### config.mk
export PLATFORM = sky130hd
export DESIGN_NAME = axi_stream_arbiter
export DESIGN_NICKNAME = d
export VERILOG_FILES = /design/src/rtl/axis_arb_pkg.sv /design/src/rtl/axi_stream_arbiter_rr_pick.sv /design/src/rtl/axi_stream_arbiter.sv
export SDC_FILE = /design/constraint.sdc
export NUM_CORES = 1
export LEC_CHECK = 0
export CORE_UTILIZATION = 41
export DETAILED_ROUTE_END_ITERATION = 12
export PLACE_DENSITY = 0.9
export SLEW_MARGIN = 10
export SYNTH_ARGS = -nofsm -noshare
export SYNTH_HDL_FRONTEND = slang
export SYNTH_SLANG_ARGS = --single-unit
### constraint.sdc
create_clock -name aclk -period 4.9 [get_ports aclk]
set_input_delay 1.47 -clock aclk [delete_from_list [all_inputs] [get_ports aclk]]
set_output_delay 1.47 -clock aclk [all_outputs]
set_load 0.02 [all_outputs]
### src/rtl/axis_arb_pkg.sv
// Shared types and helpers for the round-robin AXI-Stream arbiter.
package axis_arb_pkg;

   typedef enum logic [1:0] {
      IDLE = 2'd0,
      ARB  = 2'd1,
      XFER = 2'd2
   } arb_state_e;

   // Index width for a source count; a single source still needs one bit.
   function automatic int srcWidth(input int nSrc);
      return (nSrc < 2) ? 1 : $clog2(nSrc);
   endfunction

endpackage

### src/rtl/axi_stream_arbiter_rr_pick.sv
// Combinational round-robin picker: first requester strictly after lastIdx, wrapping.
module rr_pick #(
   parameter int N_SRC = 4,
   parameter int SRC_W = 2
) (
   input  logic [N_SRC-1:0] req,
   input  logic [SRC_W-1:0] lastIdx,
   output logic [SRC_W-1:0] grantIdx,
   output logic             anyValid
);

   always_comb begin : pick
      logic [31:0] idx;
      grantIdx = '0;
      anyValid = 1'b0;
      idx      = '0;
      // Walk from farthest to nearest so the nearest requester wins the final assignment.
      for (int k = N_SRC; k >= 1; k--) begin
         idx = 32'((int'(lastIdx) + k) % N_SRC);
         if (req[idx[SRC_W-1:0]]) begin
            grantIdx = idx[SRC_W-1:0];
            anyValid = 1'b1;
         end
      end
   end

endmodule

### src/rtl/axi_stream_arbiter.sv
// N-source AXI-Stream packet arbiter: round-robin grant locked per packet, registered output stage.
module axi_stream_arbiter
   import axis_arb_pkg::*;
#(
   parameter  int N_SRC     = 4,
   parameter  int DATA_W    = 16,
   parameter  int TUSER_W   = 1,
   parameter  int HAS_TLAST = 1,
   localparam int SRC_W     = srcWidth(N_SRC)
) (
   input  logic                     aclk,
   input  logic                     areset,
   input  logic [N_SRC-1:0]         s_tValid,
   output logic [N_SRC-1:0]         s_tReady,
   input  logic [N_SRC*DATA_W-1:0]  s_tData,
   input  logic [N_SRC-1:0]         s_tLast,
   input  logic [N_SRC*TUSER_W-1:0] s_tUser,
   output logic                     m_tValid,
   input  logic                     m_tReady,
   output logic [DATA_W-1:0]        m_tData,
   output logic                     m_tLast,
   output logic [TUSER_W-1:0]       m_tUser,
   output logic [SRC_W-1:0]         m_tId,
   output arb_state_e               dbgState
);

   // Handshake: a beat moves when tValid and tReady are both 1 on a rising edge;
   // a source must hold its beat stable until accepted, the output stage holds likewise.

   arb_state_e        state;
   logic [SRC_W-1:0]  grant;
   logic [SRC_W-1:0]  lastGrant;
   logic [SRC_W-1:0]  pickIdx;
   logic              pickValid;
   logic              outFree;
   logic              beatAcc;
   logic              pktEnd;
   logic [DATA_W-1:0] selData;
   logic              selLast;
   logic [TUSER_W-1:0] selUser;

   rr_pick #(.N_SRC(N_SRC), .SRC_W(SRC_W)) uPick (
      .req      (s_tValid),
      .lastIdx  (lastGrant),
      .grantIdx (pickIdx),
      .anyValid (pickValid)
   );

   assign selData = s_tData[int'(grant)*DATA_W +: DATA_W];
   assign selUser = s_tUser[int'(grant)*TUSER_W +: TUSER_W];
   assign selLast = s_tLast[grant];

   assign outFree = !m_tValid || m_tReady;
   assign beatAcc = (state == XFER) && s_tValid[grant] && outFree;
   assign pktEnd  = (HAS_TLAST == 0) || selLast;

   always_comb begin
      s_tReady = '0;
      if (state == XFER) s_tReady[grant] = outFree;
   end

   always_ff @(posedge aclk or posedge areset) begin
      if (areset) begin
         state     <= IDLE;
         grant     <= '0;
         lastGrant <= SRC_W'(N_SRC - 1);
      end else begin
         case (state)
            IDLE: if (|s_tValid) state <= ARB;
            ARB: begin
               if (pickValid) begin
                  grant <= pickIdx;
                  state <= XFER;
               end else begin
                  state <= IDLE;
               end
            end
            XFER: begin
               // A stalled source keeps the grant; only an accepted packet end releases it.
               if (beatAcc && pktEnd) begin
                  lastGrant <= grant;
                  state     <= IDLE;
               end
            end
            default: state <= IDLE;
         endcase
      end
   end

   always_ff @(posedge aclk or posedge areset) begin
      if (areset) begin
         m_tValid <= 1'b0;
         m_tData  <= '0;
         m_tLast  <= 1'b0;
         m_tUser  <= '0;
         m_tId    <= '0;
      end else if (beatAcc) begin
         m_tValid <= 1'b1;
         m_tData  <= selData;
         m_tLast  <= (HAS_TLAST == 0) ? 1'b1 : selLast;
         m_tUser  <= selUser;
         m_tId    <= grant;
      end else if (m_tReady) begin
         m_tValid <= 1'b0;
      end
   end

   assign dbgState = state;

endmodule
==> results.cfg, run 1 <==
[sta]
fin_skew_ns = 0.00331
slew_viol_final = 0
relSlewSlack = 0.289
hold_viol = 0
fmax_mhz = 218
rsz0062_at_grt = false
fin_crit_ns = 4.59
worst_pin_slew_ns = 1.07
finalCritPeriodShare = 0.938
timing.setup.tns_ns = 0
setup_violations = 0

[yosys]
syn_nets = 201
yosys.area_share.simple = 0.0771
synth_mux_area_frac = 0.426
synth_top_family_by_area = multiplexers
yosysWarnings = 0
synthesis.instances = 122
ys_seq_area_frac = 0.383
syn-cell-area_sq_um = 1770
synth_xor_area_frac = 0
synth_compound_area_frac = 0.0608
synth_seq_cells = 27
syn_area_per_cell_sq_um = 14.5
synthAdderAreaFrac = 0
ys_types = 33

[global_route]
grt_pass1_vias = 1609
grt_pass1_wl_mm = 7.63
antenna_found_initial = 0
grt-ovfl-total = 0
grt_use_total = 0.226
grt_max_degree = 29

[worst_setup_path]
timing_worst_setup_path_type = in2out
critPathRequiredTime_ns = 3.43
cpMaxStageDelayCell = clkdlybuf4s50_1
path_max_fanout = 4
start_kind = primary input
cp.arrival_ns = 3.12
cp_cell_sequence = clkdlybuf4s50_1, nand2b_1, and2_1, and3_1, clkdlybuf4s50_1
cp_common_cell = clkdlybuf4s50_1
critPathMaxStageDelay_ns = 0.60
end_kind = output port

[clocking]
ctsResizeCount = 0
numCtsBuffers = 3
cts_hold_buffers = 0
path_clk_slew_ns = 0.10
cts_setup_buffers = 0
clockBufferDepth = 2
cts-root-buf = clkbuf_8
clk_latency_ns = 0.27
cts_tree = yes
cts.sinks = 27
htreeDepth = 1

[floorplanning]
die_width_um = 67.7
ios = 106
core_sq_um = 4060
dieArea_sq_um = 4580
die_h_um = 67.7
num_rows = 23
start_util = 0.436

[outcome]
status = complete, no violations

[pwr]
power_leakage_uw = 0.00123
p_per_area_nw_per_um2 = 545
ir_drop_v = 0.000315

[routing]
vias_per_cell = 5.32
drc = 0
wirelength_mm = 4.87
drtAntennaViolNets = 0
drt-wirelength-per-cell_um = 17.7
dr.pass1.iters = 4
drt_iter0_markers = 67
vias = 1464

[cells_and_area]
stdcell_area_sq_um = 2870
utilization = 0.706
layout-drive-gt1-share = 0.196
area_growth_pct = 62.0
antenna_cells = 0
n_fill_cell = 313
fin_nets = 305

[place]
place_hpwl_mm = 3.78
numPortBuffers = 105
place_congestion = 0.789
place_area_sq_um = 2820

[job]
cap_violations = 0

[hold_path]
worstHoldPathType = reg2reg
==> per-stage QoR <==
| stage | power [uW] | hold slack (ns) | cells | setup WS (ns) |
|---|---|---|---|---|
| after global routing | 1650 | 0.516 | 275 | 0.211 |
| after CTS | 1570 | 0.508 | 275 | 0.298 |
| after floorplan | 1110 | 0.495 | 122 | 1.29 |
| after detailed placement | 1440 | 0.485 | 271 | 0.320 |
| after global placement | 1410 | 0.461 | 271 | 0.328 |
| final | 1560 | 0.507 | 275 | 0.306 |
==> report_power, final <==
part | switching (uW) | internal, uW
clock network | 70.3 | 58.2
registers | 77.2 | 341
logic | 429 | 585
total | 576 | 984
==> layer usage <==
metal	global-route usage	vias to the layer above	routed length, um
met5	0	-	0
met4	0.0452	0	20
li1	-	676	-
met1	0.267	729	1950
met2	0.423	55	2660
met3	0.0372	4	245
==> critical path, delay by kind of cell <==
kind | cells | cell delay, ns
simple gates | 3 | 0.58
buf+inv | 2 | 1.07
==> cell usage after synthesis <==
library cell / number / share of area
inv_1: 4 / 0.0085
nand3_1: 1 / 0.0028
buf_12: 2 / 0.023
o22a_1: 1 / 0.0050
nand2_4: 1 / 0.0064
o21ai_0: 5 / 0.014
o2bb2ai_1: 1 / 0.0050
nor3_1: 5 / 0.014
nand2_1: 5 / 0.011
a31oi_1: 2 / 0.0071
and3_1: 2 / 0.0071
dfstp_2: 2 / 0.030
and3b_1: 1 / 0.0050
nand2b_1: 2 / 0.0071
buf_2: 3 / 0.0085
a21o_1: 2 / 0.0085
o211a_1: 1 / 0.0057
a21oi_1: 4 / 0.011
mux2i_1: 3 / 0.017
and2_1: 1 / 0.0035
buf_4: 1 / 0.0042
mux4_1: 3 / 0.045
buf_6: 1 / 0.0064
mux2_4: 19 / 0.16
mux4_2: 15 / 0.19
nor2_1: 1 / 0.0021
nor4_1: 1 / 0.0035
mux2_2: 2 / 0.013
dfrtp_1: 25 / 0.35
clkbuf_1: 1 / 0.0021
nor2b_1: 3 / 0.011
nor3b_1: 1 / 0.0042
a211oi_1: 1 / 0.0042
==> cells in the final DEF (no fill, tap or decap), drive strengths merged, types with 2 or more instances in the layout <==
master         count
dfrtp             25
mux2              21
dfstp              2
nand2              6
clkdlybuf4s50    105
o21ai              5
nand2b             2
clkbuf             4
buf                2
inv                4
a21o               2
and3               2
mux4              18
a31oi              2
nor3               5
mux2i              3
nor2b              3
a21oi              4
==> registers in the layout (all words and copies together) (netlist names) <==
name,cells
lastGrant,2
m_tId,2
m_tValid,1
grant,2
m_tLast,1
dbgState,2
m_tUser,1
m_tData,16
==> logic make-up after synthesis <==
family	count (synthesis)
AOI/OAI and AO/OA	17
buffers and inverters	12
DFF	27
muxes	42
and+or+nand+nor	24
==> path summary, 6_finish.rpt <==
check                          from           to  slack (ns)  depth (start not counted)
min reg2reg                 m_tLast      m_tLast        0.51                          1
min in group asynchronous    areset     m_tId[0]        1.76                          2
max reg2reg                grant[0]   m_tData[7]        2.74                          4
max                        m_tReady  s_tReady[3]        0.31                          5
min                         m_tLast      m_tLast        0.51                          1
max in group asynchronous    areset      m_tUser        2.50                          2
==> cell type report <==
class | instances | area [sq um] | area share
well taps | 50 | 62.6 | 0.0218
inverters | 4 | 15.0 | 0.00524
repair buffers | 107 | 1070 | 0.372
flip-flops and latches | 27 | 678 | 0.237
clock buffers | 4 | 45.0 | 0.0157
multi-input cells | 83 | 998 | 0.348
No activity file was read; power rests on OpenSTA's default activity.
==> inputs of run 2 (changes only) <==
MAX_ROUTING_LAYER = met4   (was default)
SLEW_MARGIN = default   (was 10)
==> run 2 against run 1 <==
Against the previous run:
- clock skew about the same
- wire length up 0.14%
- count of clock-buffer cells in the layout stayed put
- sequential power is essentially flat
- non-clock buffer count did not move
- final cell count stayed put
- worst setup slack worse by 0.0033 ns
- die area stayed put
- core utilization unchanged
- total power about the same
- highest routed layer unchanged
==> results.cfg, run 2 (synthesis gave the netlist of run 1 again) <==
[worst_setup_path]
start_kind = primary input
cp_cell_sequence = clkdlybuf4s50_1, nand2b_1, and2_1, and3_1, clkdlybuf4s50_1
cp.arrival_ns = 3.13
critPathRequiredTime_ns = 3.43
path_max_fanout = 4
timing_worst_setup_path_type = in2out
critPathMaxStageDelay_ns = 0.60
crit_family = buffers and inverters
crit_start = m_tReady
r2r-end = m_tData[7]
cpMaxStageDelayCell = clkdlybuf4s50_1
r2r_start = grant[0]
reg2reg_slack_ns = 2.74
cp_common_cell = clkdlybuf4s50_1
cp_num_cells = 5
cp_num_buf_inv = 2
reg2reg_depth = 4
end_kind = output port
crit_path_end = s_tReady[3]

[clocking]
htreeDepth = 1
ctsResizeCount = 0
clk_latency_ns = 0.27
cts_hold_buffers = 0
cts-root-buf = clkbuf_8
cts.sinks = 27
path_clk_slew_ns = 0.10
numCtsBuffers = 3
cts_setup_buffers = 0
clockBufferDepth = 2
cts_tree = yes

[routing]
drt-wirelength-per-cell_um = 17.7
vias = 1479
drtAntennaViolNets = 0
drc = 0
wirelength_mm = 4.88
dr.pass1.iters = 4
vias_per_cell = 5.38
drt_iter0_markers = 72

[global_route]
grt_pass1_vias = 1607
grt-ovfl-total = 0
antenna_found_initial = 0
grt_use_total = 0.232
grt_max_degree = 29
grt_pass1_wl_mm = 7.63

[floorplanning]
die_width_um = 67.7
dieArea_sq_um = 4580
ios = 106
core_sq_um = 4060
die_h_um = 67.7
num_rows = 23
start_util = 0.436

[pwr]
power_frac_comb = 0.649
p_seq_frac = 0.268
p_per_area_nw_per_um2 = 545
power.share.clock = 0.082
power_leakage_uw = 0.00123
internal_power_uw = 984
swShare = 0.369
ir_drop_v = 0.000315
p_switching_uw = 576

[sta]
rsz0062_at_grt = false
hold_viol = 0
finalCritPeriodShare = 0.938
timing.setup.tns_ns = 0
timing.final.ws_setup_ns = 0.302
whs_ns = 0.506
worst_pin_slew_ns = 1.07
slew_viol_final = 0
fin_crit_ns = 4.60
relSlewSlack = 0.287
fmax_mhz = 218
fin_skew_ns = 0.00312
setup_violations = 0

[place]
place_area_sq_um = 2820
place_hpwl_mm = 3.78
post-place-ws_ns = 0.320
place_congestion = 0.800
numPortBuffers = 105

[outcome]
status = complete, no violations

[cells_and_area]
layout_commonest_cell = clkdlybuf4s50_1
top_register = m_tData
area_growth_pct = 62.0
stdcell_area_sq_um = 2870
mostFrequentLayoutCells = clkdlybuf4s50_1, dfrtp_1, mux2_4
fin_nets = 305
largest_register_ffs = 16
utilization = 0.706
antenna_cells = 0
layout-drive-gt1-share = 0.196

[hold_path]
worstHoldPathType = reg2reg

[job]
cap_violations = 0
## run 2: cell counts in the layout (fill, tap and decap cells not counted)
Identical to the previous run, type by type.
## run 2: worst min path at each step
stage / end / start / cells past startpoint / slack [ns]
6_report: m_tLast / m_tLast / 1 / 0.51
5_1_grt: m_tLast / m_tLast / 1 / 0.52
4_1_cts: m_tLast / m_tLast / 1 / 0.51
3_5_place_dp: dbgState[0] / dbgState[0] / 1 / 0.49
3_3_place_gp: m_tLast / m_tLast / 1 / 0.46
2_1_floorplan: lastGrant[0] / lastGrant[0] / 2 / 0.49
## run 2: worst register-to-register path, delay by kind of cell, from the launching register on
family	cells	cell delay, ns
buffers and inverters	1	0.37
flip-flops	1	0.35
multiplexers	2	1.00
AND/OR/NAND/NOR	1	0.33
## run 2: layer usage
metal / routed length (um) / GRT usage / share of wire
met5: 0 / - / 0
met4: 20 / 0.0452 / 0.0041
met2: 2640 / 0.422 / 0.54
met3: 234 / 0.0304 / 0.048
met1: 1990 / 0.272 / 0.41
## run 2: metrics by stage
| step | power (uW) | cells |
|---|---|---|
| floorplan | 1110 | 122 |
| global placement | 1410 | 271 |
| detailed placement | 1440 | 271 |
| CTS | 1570 | 275 |
| global route | 1650 | 275 |
| finish | 1560 | 275 |
## run 2: area by class of cell
| type | count | area (sq um) |
|---|---|---|
| multi-input cells | 83 | 998 |
| fillers | 313 | 1190 |
| inverters | 4 | 15.0 |
| flip-flops and latches | 27 | 678 |
| clock buffers | 4 | 45.0 |
| well taps | 50 | 62.6 |
| repair buffers | 107 | 1070 |
## run 2: power groups by stage
| stage | registers [uW] | clock network [uW] | logic, uW |
|---|---|---|---|
| floorplan | 529 | 0 | 579 |
| global placement | 416 | 0 | 994 |
| detailed placement | 421 | 0 | 1020 |
| CTS | 418 | 131 | 1020 |
| global route | 433 | 139 | 1080 |
| finish | 419 | 128 | 1010 |
